===== config.mk =====
export PLATFORM = sky130hd
export DESIGN_NAME = dbl_dabble_seq_flat
export DESIGN_NICKNAME = d
export VERILOG_FILES = /design/src/rtl/dd_pkg.sv /design/src/rtl/dbl_dabble_seq_if.sv /design/src/rtl/dd_adjust.sv /design/src/rtl/dbl_dabble_seq.sv /design/src/flat_wrapper.sv
export SDC_FILE = /design/constraint.sdc
export NUM_CORES = 1
export LEC_CHECK = 0
export ABC_AREA = 1
export CAP_MARGIN = 20
export CORE_MARGIN = 5
export CORE_UTILIZATION = 49
export DETAILED_ROUTE_END_ITERATION = 8
export GPL_TIMING_DRIVEN = 0
export PLACE_DENSITY = 0.75
export SLEW_MARGIN = 0
export SYNTH_ARGS = -nofsm -noshare
export SYNTH_HDL_FRONTEND = slang
export SYNTH_SLANG_ARGS = --single-unit
export TNS_END_PERCENT = 5

===== constraint.sdc =====
create_clock -name clk -period 1.55 [get_ports clk]
set_clock_uncertainty 0.2 [all_clocks]
set_input_delay 0.31 -clock clk [delete_from_list [all_inputs] [get_ports clk]]
set_output_delay 0.31 -clock clk [all_outputs]
set_load 0.02 [all_outputs]

===== src/rtl/dd_pkg.sv =====
// Shared types, constants and parameter checks for the sequential double-dabble converter.
// Contents:
//   state_t       controller states (IDLE, SHIFT, DONE)
//   BCD_DIGIT_W   width of one packed BCD digit
//   dd_digits_ok  true when D decimal digits can hold every W-bit unsigned value
package dd_pkg;

    typedef enum logic [1:0] {
        IDLE  = 2'd0,
        SHIFT = 2'd1,
        DONE  = 2'd2
    } state_t;

    localparam int unsigned BCD_DIGIT_W = 4;

    // Checks 10**d > 2**w - 1 without overflowing: stops multiplying once the power of ten
    // already exceeds the largest binary value.
    function automatic bit dd_digits_ok(input int unsigned w, input int unsigned d);
        longint unsigned max_v;
        longint unsigned pow10;
        if (w == 0 || d == 0 || w > 62) begin
            return 1'b0;
        end
        max_v = (64'd1 << w) - 64'd1;
        pow10 = 64'd1;
        for (int unsigned i = 0; i < d; i++) begin
            if (pow10 > max_v) begin
                break;
            end
            pow10 = pow10 * 64'd10;
        end
        return pow10 > max_v;
    endfunction

endpackage


===== src/rtl/dbl_dabble_seq_if.sv =====
// Handshake/data bundle between a requester and the sequential double-dabble converter.
// Signals:
//   start  requester -> converter  request conversion of b
//   b      requester -> converter  W-bit binary value
//   busy   converter -> requester  conversion in progress
//   done   converter -> requester  one-cycle pulse, bcd holds a new result
//   bcd    converter -> requester  D packed BCD digits, digit 0 = ones in bits [3:0]
interface dbl_dabble_seq_if #(
    parameter int unsigned W = 8,
    parameter int unsigned D = 3
);
    logic           start;
    logic [W-1:0]   b;
    logic           busy;
    logic           done;
    logic [4*D-1:0] bcd;

    modport master (
        output start,
        output b,
        input  busy,
        input  done,
        input  bcd
    );

    modport slave (
        input  start,
        input  b,
        output busy,
        output done,
        output bcd
    );
endinterface


===== src/rtl/dd_adjust.sv =====
// Double-dabble digit correction: adds 3 to a BCD digit of 5 or more so that the following
// left shift carries correctly into the next decimal place.
// Ports:
//   digit_i  4-bit digit before correction
//   digit_o  4-bit digit after correction
module dd_adjust
    import dd_pkg::*;
(
    input  logic [BCD_DIGIT_W-1:0] digit_i,
    output logic [BCD_DIGIT_W-1:0] digit_o
);

    always_comb begin
        digit_o = digit_i;
        if (digit_i >= BCD_DIGIT_W'(5)) begin
            digit_o = digit_i + BCD_DIGIT_W'(3);
        end
    end

endmodule


===== src/rtl/dbl_dabble_seq.sv =====
// Sequential double-dabble converter: turns a W-bit unsigned value into D packed BCD digits,
// one shift-and-adjust step per clock, with a start/busy/done handshake.
// Ports:
//   clk    system clock, rising edge
//   rst_n  asynchronous active-low reset
//   bus    slave side of dbl_dabble_seq_if (start, b in; busy, done, bcd out)
module dbl_dabble_seq
    import dd_pkg::*;
#(
    parameter int unsigned W = 8,
    parameter int unsigned D = 3
) (
    input  logic               clk,
    input  logic               rst_n,
    dbl_dabble_seq_if.slave    bus
);

    localparam int unsigned BcdW = BCD_DIGIT_W * D;
    localparam int unsigned SrW  = BcdW + W;
    localparam int unsigned CntW = $clog2(W + 1);

    if (!dd_digits_ok(W, D)) begin : g_param_check
        $error("dbl_dabble_seq: D=%0d digits cannot hold every %0d-bit value", D, W);
    end

    state_t            state_q, state_d;
    logic [SrW-1:0]    sr_q, sr_d;
    logic [CntW-1:0]   cnt_q, cnt_d;
    logic [BcdW-1:0]   bcd_q, bcd_d;

    // Corrected shift register: digit fields adjusted, binary part passed through untouched.
    logic [SrW-1:0]    sr_adj;
    logic [SrW-1:0]    sr_shl;

    assign sr_adj[W-1:0] = sr_q[W-1:0];

    for (genvar i = 0; i < D; i++) begin : g_adjust
        dd_adjust u_adjust (
            .digit_i (sr_q  [W + BCD_DIGIT_W*i +: BCD_DIGIT_W]),
            .digit_o (sr_adj[W + BCD_DIGIT_W*i +: BCD_DIGIT_W])
        );
    end

    assign sr_shl = {sr_adj[SrW-2:0], 1'b0};

    always_comb begin
        state_d = state_q;
        sr_d    = sr_q;
        cnt_d   = cnt_q;
        bcd_d   = bcd_q;

        unique case (state_q)
            IDLE: begin
                if (bus.start) begin
                    sr_d    = {{BcdW{1'b0}}, bus.b};
                    cnt_d   = CntW'(W);
                    state_d = SHIFT;
                end
            end
            SHIFT: begin
                // start is deliberately not looked at here: requests while busy are dropped.
                sr_d  = sr_shl;
                cnt_d = cnt_q - CntW'(1);
                if (cnt_q == CntW'(1)) begin
                    bcd_d   = sr_shl[SrW-1 -: BcdW];
                    state_d = DONE;
                end
            end
            DONE: begin
                if (bus.start) begin
                    sr_d    = {{BcdW{1'b0}}, bus.b};
                    cnt_d   = CntW'(W);
                    state_d = SHIFT;
                end else begin
                    state_d = IDLE;
                end
            end
            default: begin
                state_d = IDLE;
            end
        endcase
    end

    always_ff @(posedge clk or negedge rst_n) begin
        if (!rst_n) begin
            state_q <= IDLE;
            sr_q    <= '0;
            cnt_q   <= '0;
            bcd_q   <= '0;
        end else begin
            state_q <= state_d;
            sr_q    <= sr_d;
            cnt_q   <= cnt_d;
            bcd_q   <= bcd_d;
        end
    end

    assign bus.busy = (state_q == SHIFT);
    assign bus.done = (state_q == DONE);
    assign bus.bcd  = bcd_q;

endmodule

===== src/flat_wrapper.sv =====
// flat-port wrapper written by rule: the top's interface ports become plain ports
module dbl_dabble_seq_flat import dd_pkg::*;
#(
    parameter int unsigned W = 8,
    parameter int unsigned D = 3
)
  (clk, rst_n, bus_start, bus_b, bus_busy, bus_done, bus_bcd);
  dbl_dabble_seq_if #(.W(W), .D(D)) bus_i ();
  input  logic clk;
  input  logic rst_n;
  input wire logic [$bits(bus_i.start)-1:0] bus_start;
  input wire logic [$bits(bus_i.b)-1:0] bus_b;
  output wire logic [$bits(bus_i.busy)-1:0] bus_busy;
  output wire logic [$bits(bus_i.done)-1:0] bus_done;
  output wire logic [$bits(bus_i.bcd)-1:0] bus_bcd;
  assign bus_i.start = bus_start;
  assign bus_i.b = bus_b;
  assign bus_busy = bus_i.busy;
  assign bus_done = bus_i.done;
  assign bus_bcd = bus_i.bcd;
  dbl_dabble_seq #(.W(W), .D(D)) u_core (.clk(clk), .rst_n(rst_n), .bus(bus_i));
endmodule

==> run summary, run 1 <==
status = finished with violations
violated checks = setup timing
share of the synthesized area in the top cell type = 51.3%
clk_lat worst skew = 290 ps
Vias = 1516
H-tree Lvls = 2
Startpoint Class = register
LEAKAGE = 1.22 nW
CTS tree = built
register area share after synthesis = 51.3%
vias in the first global route = 1413
antenna viol nets, final = 0
Area growth syn-to-layout = 27.0%
Synth Cell Area = 1850 µm²
clk root buf = clkbuf_8
switching power = 0.00231 W
Async SR Flop Fraction = 100%
Die Y = 71.5 µm
min Tclk post-route = 1560 ps
MaxCap Viol Count = 0
total wire length = 3.85 mm
flop2flop setup slack = 60 ps
#FFs+latches synth = 38
Hold Path Class = register to register
pin slew with the least headroom to its limit = 512 ps
gpl congestion = 0.841
CP Cell Sequence = nand2_4, inv_8, buf_4
TritonCTS sink count = 38
hold_ws = 274 ps
Bufs and invs on worst path = 2
number of I/O pins = 25
Avg Cell Area, Syn = 8.42 µm²
first-pass GRT wire length = 6.30 mm
DR WL/cell = 12.5 µm
final hold viol count = 0
combinational share of power = 50.7%
EDFF count, synth = 0
final core occ = 64.3%
Critical Path Sink Type = output pin
Slowest-stage cell, CP = dfrtp_1
final worst-path cycle share = 101%
share of layout cells above drive strength 1 = 16.6%
DRT Pass-1 Iters = 4
CP Max Fanout = 6
Critical Path AT = 1050 ps
Final Max Tran Viols = 0
power per cell area = 2250 nW/µm²
grt ovf = 0
core box area = 3660 µm²
switch share = 43.7%
worst rel slew slack = 65.8%
highest achievable clock rate = 0.640 GHz
Commonest cells post-synth = 83 x nand2_1, 38 x dfrtp_1, 27 x nand3_1
initial antenna violation count = 0
top-count cell post-synth = nand2_1
Reg power frac = 33.7%
Clock Path Buffers = 2
setup slack after layout = -11.3 ps
Peak VDD IR = 0.884 mV
largest net degree at the start of global routing = 39
port bufs = 24
CTS clk-pin slew, worst paths = 80 ps
RSZ-0062 raised after global routing = yes
critical path class = register to output pin
# DRC = 0
hpwl dp = 2.57 mm
die width = 71.5 µm
Num CTS Buffers = 5
final setup fails = 1
CP top delay family = flip-flops
P_int = 0.00298 W
Netlist cell types = 21
ys flop type = dfrtp_1
Worst Path Required = 1040 ps
Cell Rows = 22
Yosys warning count = 0
top post-synthesis cells by area = dfrtp_1 51%, nand2_1 17%, nand3_1 7.3%
max incr delay on CP = 430 ps
post-synth top area cell = dfrtp_1
Global Route Usage Sum = 16.0%
Starting Density = 50.6%
diode count = 0
die area = 5110 µm²
Syn Nets = 239
routed vias/inst = 4.94
Layout Nets = 277
Cells after Synth = 220
initial drt markers = 74
part of the power in the clock network = 15.6%
final cells by class:
| cell class | instances | area [µm²] |
|---|---|---|
| multi-input combinational | 153 | 813 |
| timing repair buffer | 32 | 284 |
| tap | 48 | 60.1 |
| clock buffer | 5 | 68.8 |
| clock inverter | 3 | 40.0 |
| buffer | 3 | 30.0 |
| fill | 318 | 1310 |
| sequential | 38 | 951 |
| inverter | 25 | 106 |
timing repair:
| action | in CTS | in global routing |
|---|---|---|
| setup buffers | 1 | 6 |
| hold endpoints to repair | 38 | 0 |
| endpoints found under the setup margin | 24 | 64 |
| hold buffers | 1 | 0 |
| gates resized for setup | 24 | 23 |
| pin swaps | 1 | 5 |
registers in the layout (all words and copies together), names as in the netlist:
signal          cells
u_core.sr_q        20
u_core.bus.bcd     12
u_core.cnt_q        4
u_core.state_q      2
layer usage:
layer  vias up  GRT usage (%)  share of wire (%)
met4         0           8.14                1.8
met2        29           25.5                 46
met3         6           3.51                4.8
met1       699           20.5                 47
li1        782              -                  -
met5         -              0                  0
worst min-delay path: cells and delay by family, from the launching register on:
kind	cells	cell delay (ps)
DFF	1	340
and+or+nand+nor	2	110
cells by family after synthesis:
| group | synth area share [%] |
|---|---|
| compound gates | 6.68 |
| fa+ha+maj | 5.40 |
| flops | 51.3 |
| buf+inv | 7.16 |
| simple gates | 29.4 |
power groups by stage:
stage / sequential [W] / combinational, W / clock [W]
2_1_floorplan: 0.00190 / 0.00161 / 0
3_3_place_gp: 0.00176 / 0.00246 / 0
3_5_place_dp: 0.00178 / 0.00253 / 0
4_1_cts: 0.00176 / 0.00246 / 0.000856
5_1_grt: 0.00184 / 0.00304 / 0.000888
6_report: 0.00178 / 0.00268 / 0.000825
cells in the final DEF (no fill, tap or decap), types with 6 or more instances in the layout:
| master | count |
|---|---|
| inv_1 | 18 |
| buf_4 | 10 |
| nand3_1 | 25 |
| clkdlybuf4s50_1 | 9 |
| ha_1 | 6 |
| o21ai_0 | 9 |
| dfrtp_1 | 38 |
| dlygate4sd2_1 | 7 |
| nand2_1 | 80 |
worst paths after layout:
check,start,to,depth (start not counted)
min in group asynchronous,rst_n,u_core.state_q[0]$_DFFE_PN0P_,2
worst min register to register,u_core.bus.bcd[2]$_DFFE_PN0P_,u_core.bus.bcd[2]$_DFFE_PN0P_,2
worst min-delay path,u_core.bus.bcd[2]$_DFFE_PN0P_,u_core.bus.bcd[2]$_DFFE_PN0P_,2
worst max-delay path,u_core.state_q[0]$_DFFE_PN0P_,bus_busy,3
worst max register to register,u_core.state_q[1]$_DFFE_PN0P_,u_core.cnt_q[3]$_DFFE_PN0P_,8
max in group asynchronous,rst_n,u_core.bus.bcd[2]$_DFFE_PN0P_,2
metrics by stage:
step / power (W) / setup slack, ps / std cells / TNS [ps] / instance area [µm²]
after detailed placement: 0.00431 / -547 / 292 / -3030 / 2150
after global placement: 0.00422 / -935 / 292 / -37890 / 2150
after floorplan: 0.00351 / 65.9 / 220 / 0 / 1850
after CTS: 0.00508 / -223 / 301 / -562 / 2260
final: 0.00528 / -11.3 / 307 / -11.3 / 2350
after global routing: 0.00576 / -48.6 / 307 / -202 / 2350
(Power assumes the default switching activity.)
==> run 2, diff against run 1 <==
--- a/config.mk
+++ b/config.mk
@@ -13,4 +13,5 @@
 export GPL_TIMING_DRIVEN = 0
 export PLACE_DENSITY = 0.75
+export SETUP_SLACK_MARGIN = 0.15
 export SLEW_MARGIN = 0
 export SYNTH_ARGS = -nofsm -noshare
==> constraint.sdc (replaced) <==
create_clock -name clk -period 1.55 [get_ports clk]
set_clock_uncertainty 0.2 [all_clocks]
set_input_delay 0.465 -clock clk [delete_from_list [all_inputs] [get_ports clk]]
set_output_delay 0.465 -clock clk [all_outputs]
set_load 0.02 [all_outputs]
==> run 2 against run 1 <==
Effect of this change:
- the flow still finishes with violations (setup timing)
- core utilization down 0.44 points
- non-clock buffer count down 4
- power up 1.2%
- final cell count down 1.3%
- count of clock-buffer cells in the layout up 3
- combinational power up 3%
- first-iteration DRC count up 120%
==> run summary, run 2 (synthesized netlist as in run 1, its figures left out) <==
status = finished with violations
violated checks = setup timing
switch share = 43.7% (+0.054 points)
MaxCap Viol Count = 0 (unchanged)
RSZ-0062 raised after global routing = yes
part of the power in the clock network = 14.6% (-1.0 points)
pin slew with the least headroom to its limit = 852 ps (+339 ps)
Reg power frac = 33.7% (about the same)
max incr delay on CP = 420 ps (about the same)
LEAKAGE = 1.20 nW (-1.8%)
CTS hold repair buffers = 0 (-1)
CTS tree = built
Area growth syn-to-layout = 26.1%
Global Route Usage Sum = 16.6% (+0.56 points)
worst rel slew slack = 43.2% (-23 points)
TritonCTS sink count = 38 (unchanged)
fin cells = 303 (-1.3%)
highest achievable clock rate = 0.575 GHz (-10%)
gpl congestion = 0.805 (-4.3%)
port bufs = 24 (unchanged)
power per cell area = 2290 nW/µm² (+1.9%)
commonest non-fill, non-tap cells in the layout = 79 x nand2_1, 37 x dfrtp_1, 24 x nand3_1
setup slack after layout = -188 ps (-176 ps)
vias in the first global route = 1470 (+4.0%)
DR WL/cell = 12.7 µm (+1.5%)
initial drt markers = 162 (+120%)
first-pass GRT wire length = 6.67 mm (+5.9%)
min Tclk post-route = 1740 ps (+176 ps)
Cell Rows = 22 (unchanged)
hpwl dp = 2.57 mm (about the same)
Reg-to-Reg End = u_core.bus.bcd[10]$_DFFE_PN0P_
Die Y = 71.5 µm (unchanged)
Slowest-stage cell, CP = dfrtp_1
Starting Density = 50.6% (unchanged)
CP Cell Sequence = nand2_4, inv_6, buf_8, buf_6
final worst-path cycle share = 112% (+11 points)
max reg flops = 20 (unchanged)
clk_lat worst skew = 290 ps (about the same)
routed vias/inst = 5.09 (+3.0%)
diode count = 0 (unchanged)
Setup TNS = -282 ps (-271 ps)
Num CTS Buffers = 5 (unchanged)
number of I/O pins = 25 (unchanged)
CP top delay family = flip-flops
r2r startpoint = u_core.cnt_q[1]$_DFFE_PN0P_
grt ovf = 0 (unchanged)
commonest non-fill, non-tap cell in the layout = nand2_1
clk root buf = clkbuf_8
die width = 71.5 µm (unchanged)
final hold viol count = 0 (unchanged)
Layout Nets = 273 (-1.4%)
combinational share of power = 51.7% (+1.0 points)
H-tree Lvls = 2 (unchanged)
CP Max Fanout = 3 (-3)
Vias = 1541 (+1.6%)
total wire length = 3.85 mm (+0.18%)
flop2flop setup slack = 0 ps (-60 ps)
Final Max Tran Viols = 0 (unchanged)
fillers = 309 (-2.8%)
switching power = 0.00234 W (+1.3%)
Inst Count DP = 292 (unchanged)
Hold Path Class = primary input to async pin
P_int = 0.00301 W (+1.1%)
largest net degree at the start of global routing = 39 (unchanged)
Worst Path Required = 880 ps (-160 ps)
die area = 5110 µm² (unchanged)
Peak VDD IR = 0.984 mV (+11%)
Clock Path Buffers = 2 (unchanged)
initial antenna violation count = 0 (unchanged)
DRT Pass-1 Iters = 4 (unchanged)
Bufs and invs on worst path = 3 (+1)
antenna viol nets, final = 0 (unchanged)
# DRC = 0 (unchanged)
Critical Path AT = 1070 ps (+20 ps)
critical path class = register to output pin
share of layout cells above drive strength 1 = 23.1% (+6.5 points)
core box area = 3660 µm² (unchanged)
worst reg-to-reg path cell count = 8 (unchanged)
Startpoint Class = register
final setup fails = 4 (+3)
CTS clk-pin slew, worst paths = 70 ps (about the same)
Top reg by flops = u_core.sr_q
Critical Path Sink Type = output pin
==> run 2: cell types whose count changed in the layout (fill, tap and decap cells not counted), sizes merged <==
cell           previous run  this run
buf                      12        22
bufinv                    1         0
clkbuf                    6         8
clkdlybuf4s15             5         0
clkinv                    2         0
dlygate4sd2               7         0
dlygate4sd3               1         0
==> run 2: cell type report <==
class                   instances  area (µm²)  share of cell area, %
well taps                      48        60.1                   2.57
clock buffers                   8         110                   4.71
multi-input cells             153         831                   35.5
plain buffers                   4        56.3                   2.41
repair buffers                 27         224                   9.58
inverters                      25         104                   4.44
flip-flops and latches         38         952                   40.7
==> run 2: worst max-delay path by stage <==
stage | to | start | cells after the start
2_1_floorplan | u_core.bus.bcd[10]$_DFFE_PN0P_ | u_core.cnt_q[1]$_DFFE_PN0P_ | 8
3_3_place_gp | u_core.sr_q[10]$_DFFE_PN0P_ | rst_n | 1
3_5_place_dp | bus_busy | u_core.state_q[1]$_DFFE_PN0P_ | 5
4_1_cts | bus_busy | u_core.state_q[0]$_DFFE_PN0P_ | 4
5_1_grt | bus_busy | u_core.state_q[0]$_DFFE_PN0P_ | 4
6_report | bus_busy | u_core.state_q[0]$_DFFE_PN0P_ | 4
==> run 2: metal layers <==
layer  global-route usage, %  wire length [µm]  up-vias
met5                       0                 0        -
met4                    6.89                45        0
met3                    3.51               199        5
met2                    26.4              1880       32
met1                    21.9              1730      722
li1                        -                 -      782
==> run 2: power groups by stage <==
stage / combinational, W / sequential [W] / clock [W]
floorplan: 0.00168 / 0.00191 / 0
global placement: 0.00254 / 0.00178 / 0
global route: 0.00313 / 0.00187 / 0.000858
finish: 0.00276 / 0.00180 / 0.000780
detailed placement: 0.00260 / 0.00179 / 0
CTS: 0.00263 / 0.00178 / 0.000802
==> run 2: per-stage QoR <==
step / util (%) / instance area (µm²) / hold WS (ps) / power, W / setup slack, ps
5_1_grt: 63.8 / 2340 / 167 / 0.00586 / -228
3_3_place_gp: 59.7 / 2190 / 253 / 0.00431 / -1110
4_1_cts: 62.4 / 2280 / 107 / 0.00522 / -211
6_report: 63.8 / 2340 / 82.5 / 0.00535 / -188
3_5_place_dp: 59.6 / 2180 / 261 / 0.00439 / -543
2_1_floorplan: - / 1890 / -30.6 / 0.00359 / 123
==> run 2: repair_timing <==
item	CTS	global route
setup endpoints to repair	46	48
gates resized for setup	72	21
setup buffers	3	0
pin swaps	3	4
cloned	0	0
